$ cat config.mk
export PLATFORM = sky130hd
export DESIGN_NAME = exeu_lsu_flat
export DESIGN_NICKNAME = d
export VERILOG_FILES = /design/src/rtl/exeu_lsu_if.sv /design/src/rtl/exeu_lsu.sv /design/src/flat_wrapper.sv
export SDC_FILE = /design/constraint.sdc
export NUM_CORES = 1
export LEC_CHECK = 0
export BUFFER_PORTS_ARGS = -buffer_cell sky130_fd_sc_hd__buf_2
export CORE_AREA = 2 2 163 165
export DETAILED_ROUTE_END_ITERATION = 16
export DIE_AREA = 0 0 165 167
export PLACE_DENSITY = 0.79
export SKIP_CTS_REPAIR_TIMING = 1
export SLEW_MARGIN = 20
export SYNTH_ARGS = -nofsm -noshare
export SYNTH_HDL_FRONTEND = slang
export SYNTH_SLANG_ARGS = --single-unit
$ cat constraint.sdc
create_clock -name clk -period 2.6 [get_ports clk]
set_input_delay 0.13 -clock clk [delete_from_list [all_inputs] [get_ports clk]]
set_output_delay 0.13 -clock clk [all_outputs]
set_load 0.01 [all_outputs]
$ cat src/rtl/exeu_lsu_if.sv
// exeu_lsu_if: EX-side request, memory request/response and writeback channels of the LSU.
interface exeu_lsu_if #(
    parameter int XLEN = 64,
    parameter int RD_W = 5
);
    logic            in_valid;
    logic            in_ready;
    logic [3:0]      in_op;
    logic [XLEN-1:0] in_addr;
    logic [XLEN-1:0] in_wdata;
    logic [RD_W-1:0] in_rd;
    logic            mem_req_valid;
    logic            mem_req_ready;
    logic            mem_req_we;
    logic [XLEN-1:0] mem_req_addr;
    logic [63:0]     mem_req_wdata;
    logic [7:0]      mem_req_wmask;
    logic            mem_rsp_valid;
    logic [63:0]     mem_rsp_rdata;
    logic            out_valid;
    logic            out_ready;
    logic [XLEN-1:0] out_rdata;
    logic [RD_W-1:0] out_rd;
    logic            out_misalign;

    modport master (
        input  in_valid, in_op, in_addr, in_wdata, in_rd,
               mem_req_ready, mem_rsp_valid, mem_rsp_rdata, out_ready,
        output in_ready, mem_req_valid, mem_req_we, mem_req_addr, mem_req_wdata,
               mem_req_wmask, out_valid, out_rdata, out_rd, out_misalign
    );

    modport slave (
        output in_valid, in_op, in_addr, in_wdata, in_rd,
               mem_req_ready, mem_rsp_valid, mem_rsp_rdata, out_ready,
        input  in_ready, mem_req_valid, mem_req_we, mem_req_addr, mem_req_wdata,
               mem_req_wmask, out_valid, out_rdata, out_rd, out_misalign
    );
endinterface

$ cat src/rtl/exeu_lsu.sv
// exeu_lsu: single-outstanding load/store unit; aligned 64-bit memory access with lane shift and load extension.
module exeu_lsu #(
    parameter int XLEN = 64,
    parameter int RD_W = 5
) (
    input logic         clk,
    input logic         rst_n,
    input logic         flush,
    exeu_lsu_if.master  bus
);
    typedef enum logic [2:0] {IDLE, REQ, WAIT, DONE, DRAIN} state_t;

    state_t          state, state_n;
    logic [3:0]      op_q;
    logic [XLEN-1:0] addr_q, wdata_q, rdata_q;
    logic [RD_W-1:0] rd_q;
    logic            mis_q;
    logic            mis_in, accept, store;
    logic [1:0]      sz;
    logic [2:0]      off;
    logic [63:0]     raw, ld;
    logic [7:0]      base;

    assign store  = op_q[3];
    assign sz     = op_q[1:0];
    assign off    = addr_q[2:0];
    assign mis_in = (bus.in_op[1:0] == 2'd1 && bus.in_addr[0]) ||
                    (bus.in_op[1:0] == 2'd2 && bus.in_addr[1:0] != 2'd0) ||
                    (bus.in_op[1:0] == 2'd3 && bus.in_addr[2:0] != 3'd0);
    assign accept = state == IDLE && bus.in_valid && !flush;
    assign raw    = bus.mem_rsp_rdata >> {off, 3'b000};
    assign ld     = sz == 2'd0 ? {{56{!op_q[2] && raw[7]}}, raw[7:0]} :
                    sz == 2'd1 ? {{48{!op_q[2] && raw[15]}}, raw[15:0]} :
                    sz == 2'd2 ? {{32{!op_q[2] && raw[31]}}, raw[31:0]} : raw;
    assign base   = sz == 2'd0 ? 8'h01 : sz == 2'd1 ? 8'h03 : sz == 2'd2 ? 8'h0f : 8'hff;

    always_ff @(posedge clk or negedge rst_n) begin
        if (!rst_n) state <= IDLE;
        else        state <= state_n;
    end

    // A response racing a flush in WAIT is consumed there, so DRAIN is skipped.
    always_comb begin
        state_n           = state;
        bus.in_ready      = state == IDLE;
        bus.mem_req_valid = state == REQ;
        bus.mem_req_we    = state == REQ && store;
        bus.mem_req_addr  = state == REQ ? {addr_q[XLEN-1:3], 3'b000} : '0;
        bus.mem_req_wdata = state == REQ && store ? wdata_q << {off, 3'b000} : '0;
        bus.mem_req_wmask = state == REQ && store ? base << off : '0;
        bus.out_valid     = state == DONE;
        bus.out_rdata     = state == DONE ? rdata_q : '0;
        bus.out_rd        = state == DONE && !store ? rd_q : '0;
        bus.out_misalign  = state == DONE && mis_q;
        case (state)
            IDLE:    state_n = accept ? (mis_in ? DONE : REQ) : IDLE;
            REQ:     state_n = flush ? IDLE : bus.mem_req_ready ? WAIT : REQ;
            WAIT:    state_n = flush ? (bus.mem_rsp_valid ? IDLE : DRAIN) : bus.mem_rsp_valid ? DONE : WAIT;
            DONE:    state_n = flush || bus.out_ready ? IDLE : DONE;
            DRAIN:   state_n = bus.mem_rsp_valid ? IDLE : DRAIN;
            default: state_n = IDLE;
        endcase
    end

    always_ff @(posedge clk or negedge rst_n) begin
        if (!rst_n) begin
            op_q    <= '0;
            addr_q  <= '0;
            wdata_q <= '0;
            rd_q    <= '0;
            mis_q   <= 1'b0;
            rdata_q <= '0;
        end else if (accept) begin
            op_q    <= bus.in_op;
            addr_q  <= bus.in_addr;
            wdata_q <= bus.in_wdata;
            rd_q    <= bus.in_rd;
            mis_q   <= mis_in;
            rdata_q <= '0;
        end else if (state == WAIT && bus.mem_rsp_valid && !flush) begin
            rdata_q <= store ? '0 : ld;
        end
    end
endmodule

$ cat src/flat_wrapper.sv
// flat-port wrapper written by rule: the top's interface ports become plain ports
module exeu_lsu_flat 
#(
    parameter int XLEN = 64,
    parameter int RD_W = 5
)
  (clk, rst_n, flush, bus_in_valid, bus_in_op, bus_in_addr, bus_in_wdata, bus_in_rd, bus_mem_req_ready, bus_mem_rsp_valid, bus_mem_rsp_rdata, bus_out_ready, bus_in_ready, bus_mem_req_valid, bus_mem_req_we, bus_mem_req_addr, bus_mem_req_wdata, bus_mem_req_wmask, bus_out_valid, bus_out_rdata, bus_out_rd, bus_out_misalign);
  exeu_lsu_if #(.XLEN(XLEN), .RD_W(RD_W)) bus_i ();
  input logic clk;
  input logic rst_n;
  input logic flush;
  input wire logic [$bits(bus_i.in_valid)-1:0] bus_in_valid;
  input wire logic [$bits(bus_i.in_op)-1:0] bus_in_op;
  input wire logic [$bits(bus_i.in_addr)-1:0] bus_in_addr;
  input wire logic [$bits(bus_i.in_wdata)-1:0] bus_in_wdata;
  input wire logic [$bits(bus_i.in_rd)-1:0] bus_in_rd;
  input wire logic [$bits(bus_i.mem_req_ready)-1:0] bus_mem_req_ready;
  input wire logic [$bits(bus_i.mem_rsp_valid)-1:0] bus_mem_rsp_valid;
  input wire logic [$bits(bus_i.mem_rsp_rdata)-1:0] bus_mem_rsp_rdata;
  input wire logic [$bits(bus_i.out_ready)-1:0] bus_out_ready;
  output wire logic [$bits(bus_i.in_ready)-1:0] bus_in_ready;
  output wire logic [$bits(bus_i.mem_req_valid)-1:0] bus_mem_req_valid;
  output wire logic [$bits(bus_i.mem_req_we)-1:0] bus_mem_req_we;
  output wire logic [$bits(bus_i.mem_req_addr)-1:0] bus_mem_req_addr;
  output wire logic [$bits(bus_i.mem_req_wdata)-1:0] bus_mem_req_wdata;
  output wire logic [$bits(bus_i.mem_req_wmask)-1:0] bus_mem_req_wmask;
  output wire logic [$bits(bus_i.out_valid)-1:0] bus_out_valid;
  output wire logic [$bits(bus_i.out_rdata)-1:0] bus_out_rdata;
  output wire logic [$bits(bus_i.out_rd)-1:0] bus_out_rd;
  output wire logic [$bits(bus_i.out_misalign)-1:0] bus_out_misalign;
  assign bus_i.in_valid = bus_in_valid;
  assign bus_i.in_op = bus_in_op;
  assign bus_i.in_addr = bus_in_addr;
  assign bus_i.in_wdata = bus_in_wdata;
  assign bus_i.in_rd = bus_in_rd;
  assign bus_i.mem_req_ready = bus_mem_req_ready;
  assign bus_i.mem_rsp_valid = bus_mem_rsp_valid;
  assign bus_i.mem_rsp_rdata = bus_mem_rsp_rdata;
  assign bus_i.out_ready = bus_out_ready;
  assign bus_in_ready = bus_i.in_ready;
  assign bus_mem_req_valid = bus_i.mem_req_valid;
  assign bus_mem_req_we = bus_i.mem_req_we;
  assign bus_mem_req_addr = bus_i.mem_req_addr;
  assign bus_mem_req_wdata = bus_i.mem_req_wdata;
  assign bus_mem_req_wmask = bus_i.mem_req_wmask;
  assign bus_out_valid = bus_i.out_valid;
  assign bus_out_rdata = bus_i.out_rdata;
  assign bus_out_rd = bus_i.out_rd;
  assign bus_out_misalign = bus_i.out_misalign;
  exeu_lsu #(.XLEN(XLEN), .RD_W(RD_W)) u_core (.clk(clk), .rst_n(rst_n), .flush(flush), .bus(bus_i));
endmodule
# Word level (Yosys, flattened, before mapping)
# Index checks and enable logic that the tools add are counted.
# word_totals
reg_bits	205
in_bits	208
out_inout_bits	210
elab_cells	66
# classes
eq_ne	9
shift	3
mux	23
n_reduce_logical	24
# ops
cell	count
two-way mux 64 bit	9
<< shifter 64 x 6 -> 64 bit	1
right shift 64 x 6 -> 64 bit	1
two-way mux 8 bit	4
case mux 3 bit (5 select lines)	1
logical AND 1 bit	13
two-way mux 3 bit	4
<< shifter 8 x 3 -> 8 bit	1
== test 2 bit (second input constant)	3
== test 3 x 2 -> 1 bit (second input constant)	2
two-way mux 2 bit	3
two-way mux 5 bit	1
== test 2 x 1 -> 1 bit (second input constant)	2
nonzero test 2 bit	2
== test 3 x 1 -> 1 bit (second input constant)	1
== test 3 bit (second input constant)	1
logical NOT 1 bit	3
logical NOT 3 bit	1
logical OR 1 bit	3
nonzero test 3 bit	1
logical NOT 2 bit	1
two-way mux 1 bit	1

# Logic depth before layout (Yosys ltp)
# logic_depth
ltp_word	8
depth_mapped	9
ltp_nobuf	6

# Least setup slack after synthesis
# OpenSTA, ideal clock, no wires.
# synth_path
kind	register to output
start	register u_core.state[2]
end	output bus_mem_req_wdata[0]
t_arrival_ps	1960
required_ps	2470
path_slack_ps	510
stages_incl_launch_ff	8
n_path_buf	1
path_cell_list	dfrtp_1 clkbuf_1 nor3b_2 nand2_1 inv_1 nand3_2 nor2_1 and2_1
# synth_between
elab_chain_len	3
# synth_lines
item	line	rtl
start, declared	exeu_lsu.sv:13	state_t state, state_n;
start signal, assigned	exeu_lsu.sv:39	else state <= state_n;
== test 3 x 1 -> 1 bit	exeu_lsu.sv:49	bus.mem_req_wdata = state == REQ && store ? wdata_q << {off, 3'b000} : '0;
logical AND 1 bit	exeu_lsu.sv:49	
two-way mux 64 bit	exeu_lsu.sv:49	
end, declared	flat_wrapper.sv:25	output wire logic [$bits(bus_i.mem_req_wdata)-1:0] bus_mem_req_wdata;
# No other way between the ends.

# Worst setup path after layout
# layout_path
start	register u_core.addr_q[1]
end	output bus_mem_req_wdata[46]
# layout_between
elab_chain_len	2
# layout_lines
item	line	rtl
start, declared	exeu_lsu.sv:15	logic [XLEN-1:0] addr_q, wdata_q, rdata_q;
start signal, assigned	exeu_lsu.sv:75	addr_q <= bus.in_addr;
<< shifter 64 x 6 -> 64 bit	exeu_lsu.sv:49	
two-way mux 64 bit	exeu_lsu.sv:49	
# No other way between the ends.

==> results.cfg <==
[placement]
dp_cells = 1904
detailed_place_hpwl_mm = 31.13
globalplace.congestion = 0.9248
io_buffer_count = 414
place_ws_ps = 82.91

[cells_and_area]
layout_common_cells = sky130_fd_sc_hd__buf_2, sky130_fd_sc_hd__dfrtp_1, sky130_fd_sc_hd__mux2_2
nNetsFinal = 1951
layoutNonFillerInstCount = 2100
layout.filler_cells = 1851
area_growth_syn_to_layout_pct = 40.11
mostFrequentLayoutCell = sky130_fd_sc_hd__buf_2
layout_cells_sized_above_1_pct = 41.36
layout.area.seq_um2 = 5141
multiInputGateArea_um2 = 6867

[synth]
yosys.area_share.adder_pct = 0
postSynthRegisterBits = 205
synth_area_per_cell_um2 = 10.23
yosys_most_used_dff = sky130_fd_sc_hd__dfrtp_1
mappedNetlistArea_um2 = 12400
synthXorXnorAreaFrac_pct = 0.07061
ys_seq_area_share_pct = 41.36
synth_compound_gate_area_share_pct = 11.56
synth_enable_flop_cells = 0
netlist-cell-type-count = 50
synth-simple-area-share_pct = 16.46
ys_warn_count = 0
post_synth_mux_area_share_pct = 26.75
netlist_instances = 1213
synth-async-reset-ratio_pct = 100.0
synth_top_family_by_area = multiplexers

[timing]
min_period_over_period_pct = 97.82
finalHoldWorstSlack_ps = -18.47
final_max_slew_violation_count = 0
max_slew.worst_pin.slew_ps = 714.2
slew_headroom_pct = 52.02
postLayoutSetupSlackWorst_ps = 56.55
final.min_clock_period_ps = 2543
fin_setup_tns_ps = 0
setup-violations-final = 0
final_hold_viol_count = 2
timing.fmax_mhz = 393.2
skew_ps = 9.443

[setup_path]
worstSetupPathType = register to output port
critPathSlowestCell = sky130_fd_sc_hd__dfrtp_4
critPathCaptureType = output port
timing.critical_path.arrival_ps = 2410
worstSetupStartpointType = register
buffers_and_inverters_on_the_worst_path = 4
critical_path.cell_chain = buf_4, inv_6, buf_12, nor2_1, o32ai_1, and2_1, buf_2
critPathMaxStageDelay_ps = 460
timing.critical_path.required_ps = 2470
critical_path_peak_fanout = 20
crit_family = buffers and inverters

[detailed_routing]
met2_length_mm = 23.01
wl_per_cell_um = 22.16
detail_route.drc_violations = 0
routed_wl_mm = 46.54
drt_first_iter_violations = 1207
drtPass1Iterations = 6
route.detailed.vias_per_inst = 5.742
drtAntennaViolNets = 0
top_layer_used = met4
detail_route.wirelength.met1_mm = 17.29
wl_met3_mm = 3.811
vias = 12060

[pwr]
power.density_cell_area_nw_per_um2 = 1045
report.power.total_mw = 18.16
power.static_leakage_nw = 8.619
max-vdd-ir-drop_mv = 0.8193

[floorplan]
fp-row-count = 59
die_h_um = 167
floorplan.die_area_um2 = 27560
num_io_pins = 418
die_width_um = 165
floorplan.initialDensity_pct = 48.15
design.core.area_um2 = 25760

[clocking]
cts_tree = yes
htreeDepth = 1
cts.reportedPaths.clkPinSlew_ps = 60
clock-sinks = 205
buffer_depth_of_the_longest_clock_path = 3
clock_tree.root_cell = sky130_fd_sc_hd__clkbuf_16
cts_made_buffers = 24
clk_lat_worst_skew_ps = 520

[global_routing]
grt_overflow_total = 0
grt_pass1_wl_mm = 63.73
maximum_number_of_pins_on_one_net_before_global_route_repair = 81
via_count_of_the_first_global_routing_pass = 11280
antenna_violations_before_repair = 5
grtUsageTotal_pct = 29.79

[outcome]
outcome = complete, but fails checks
failing_checks = hold timing

[flow_run]
drv.max_cap_violation_count = 0

[hold_path]
min-delay-path-class = input pin to register
sequential cells by signal, summed over array words and instances, names as in the netlist:
name	cells
u_core.wdata_q	64
u_core.op_q	4
u_core.rd_q	5
u_core.addr_q	64
u_core.rdata_q	64
u_core.state	3
u_core.mis_q	1
cell families (layout without fill, tap and decap cells):
group,Yosys count,count (layout)
DFF,205,205
and+or+nand+nor,395,395
AOI/OAI and AO/OA,217,217
other,1,8
buffers and inverters,113,658
muxes,281,281
xor gates and xnor gates,1,1
cell type report:
| class | instances | share of cell area (%) |
|---|---|---|
| multi-input cells | 897 | 39.51 |
| flip-flops and latches | 205 | 29.58 |
| repair buffers | 609 | 23.28 |
| clock buffers | 35 | 4.161 |
| well taps | 335 | 2.412 |
| clock inverters | 8 | 0.8279 |
| inverters | 6 | 0.1584 |
| diodes | 5 | 0.07199 |
routing by layer:
metal,vias up,GRT usage (%)
met1,5823,35.84
met4,0,12.44
met5,-,0
li1,5366,-
met2,730,50.63
met3,140,7.347
metrics by stage:
stage,util [%],instance area (um2)
3_5_place_dp,58.09,14970
6_report,67.46,17380
4_1_cts,61.46,15830
3_3_place_gp,58.09,14970
5_1_grt,67.46,17380
2_1_floorplan,-,12410
cells in the mapped netlist (3+ instances only):
| library cell | instances | area [um2] |
|---|---|---|
| sky130_fd_sc_hd__a211o_1 | 6 | 52.55 |
| sky130_fd_sc_hd__a211oi_1 | 8 | 60.06 |
| sky130_fd_sc_hd__a21oi_1 | 31 | 155.2 |
| sky130_fd_sc_hd__a221o_1 | 9 | 90.09 |
| sky130_fd_sc_hd__a22o_1 | 24 | 210.2 |
| sky130_fd_sc_hd__a22oi_1 | 17 | 127.6 |
| sky130_fd_sc_hd__a31o_2 | 10 | 87.58 |
| sky130_fd_sc_hd__and2_1 | 148 | 925.9 |
| sky130_fd_sc_hd__and3_1 | 18 | 112.6 |
| sky130_fd_sc_hd__buf_1 | 5 | 18.77 |
| sky130_fd_sc_hd__buf_2 | 26 | 130.1 |
| sky130_fd_sc_hd__buf_4 | 3 | 22.52 |
| sky130_fd_sc_hd__clkbuf_1 | 73 | 274.0 |
| sky130_fd_sc_hd__dfrtp_1 | 205 | 5130 |
| sky130_fd_sc_hd__inv_1 | 4 | 15.01 |
| sky130_fd_sc_hd__mux2_2 | 164 | 1847 |
| sky130_fd_sc_hd__mux2i_1 | 93 | 930.9 |
| sky130_fd_sc_hd__mux4_2 | 23 | 518.0 |
| sky130_fd_sc_hd__nand2_1 | 111 | 416.7 |
| sky130_fd_sc_hd__nand2b_1 | 10 | 62.56 |
| sky130_fd_sc_hd__nand3_1 | 4 | 20.02 |
| sky130_fd_sc_hd__nor2_1 | 73 | 274.0 |
| sky130_fd_sc_hd__nor2b_1 | 14 | 87.58 |
| sky130_fd_sc_hd__nor3_1 | 4 | 20.02 |
| sky130_fd_sc_hd__o211ai_1 | 8 | 60.06 |
| sky130_fd_sc_hd__o21ai_0 | 81 | 405.4 |
| sky130_fd_sc_hd__o31ai_1 | 4 | 30.03 |
| sky130_fd_sc_hd__o32ai_1 | 7 | 61.31 |
| sky130_fd_sc_hd__or2_2 | 3 | 18.77 |
worst paths after layout:
check / from / end / slack [ps] / cells after the start
max reg2reg: u_core.addr_q[0] / u_core.rdata_q[27] / 160 / 6
max: u_core.addr_q[1] / bus_mem_req_wdata[46] / 60 / 7
min: bus_out_ready / u_core.state[1] / -20 / 4
min in group asynchronous: rst_n / u_core.rdata_q[5] / 210 / 2
min reg2reg: u_core.rdata_q[9] / u_core.rdata_q[9] / 480 / 1
max in group asynchronous: rst_n / u_core.wdata_q[9] / 1700 / 3
worst reg2reg max path, stage by stage (launching register included):
cell,delay (ps)
sky130_fd_sc_hd__dfrtp_4,510
sky130_fd_sc_hd__buf_4,620
sky130_fd_sc_hd__mux2i_1,260
sky130_fd_sc_hd__mux2_2,310
sky130_fd_sc_hd__o211ai_1,420
sky130_fd_sc_hd__a22oi_1,140
sky130_fd_sc_hd__o21ai_0,110
where the power goes:
group	leakage, nW	total [mW]	switching, mW	internal, mW
combinational	5.66	8.87	4.71	4.15
clock	0.428	3.72	1.40	2.32
sequential	2.53	5.58	1.08	4.49
Power figures use the tool's default switching activity.
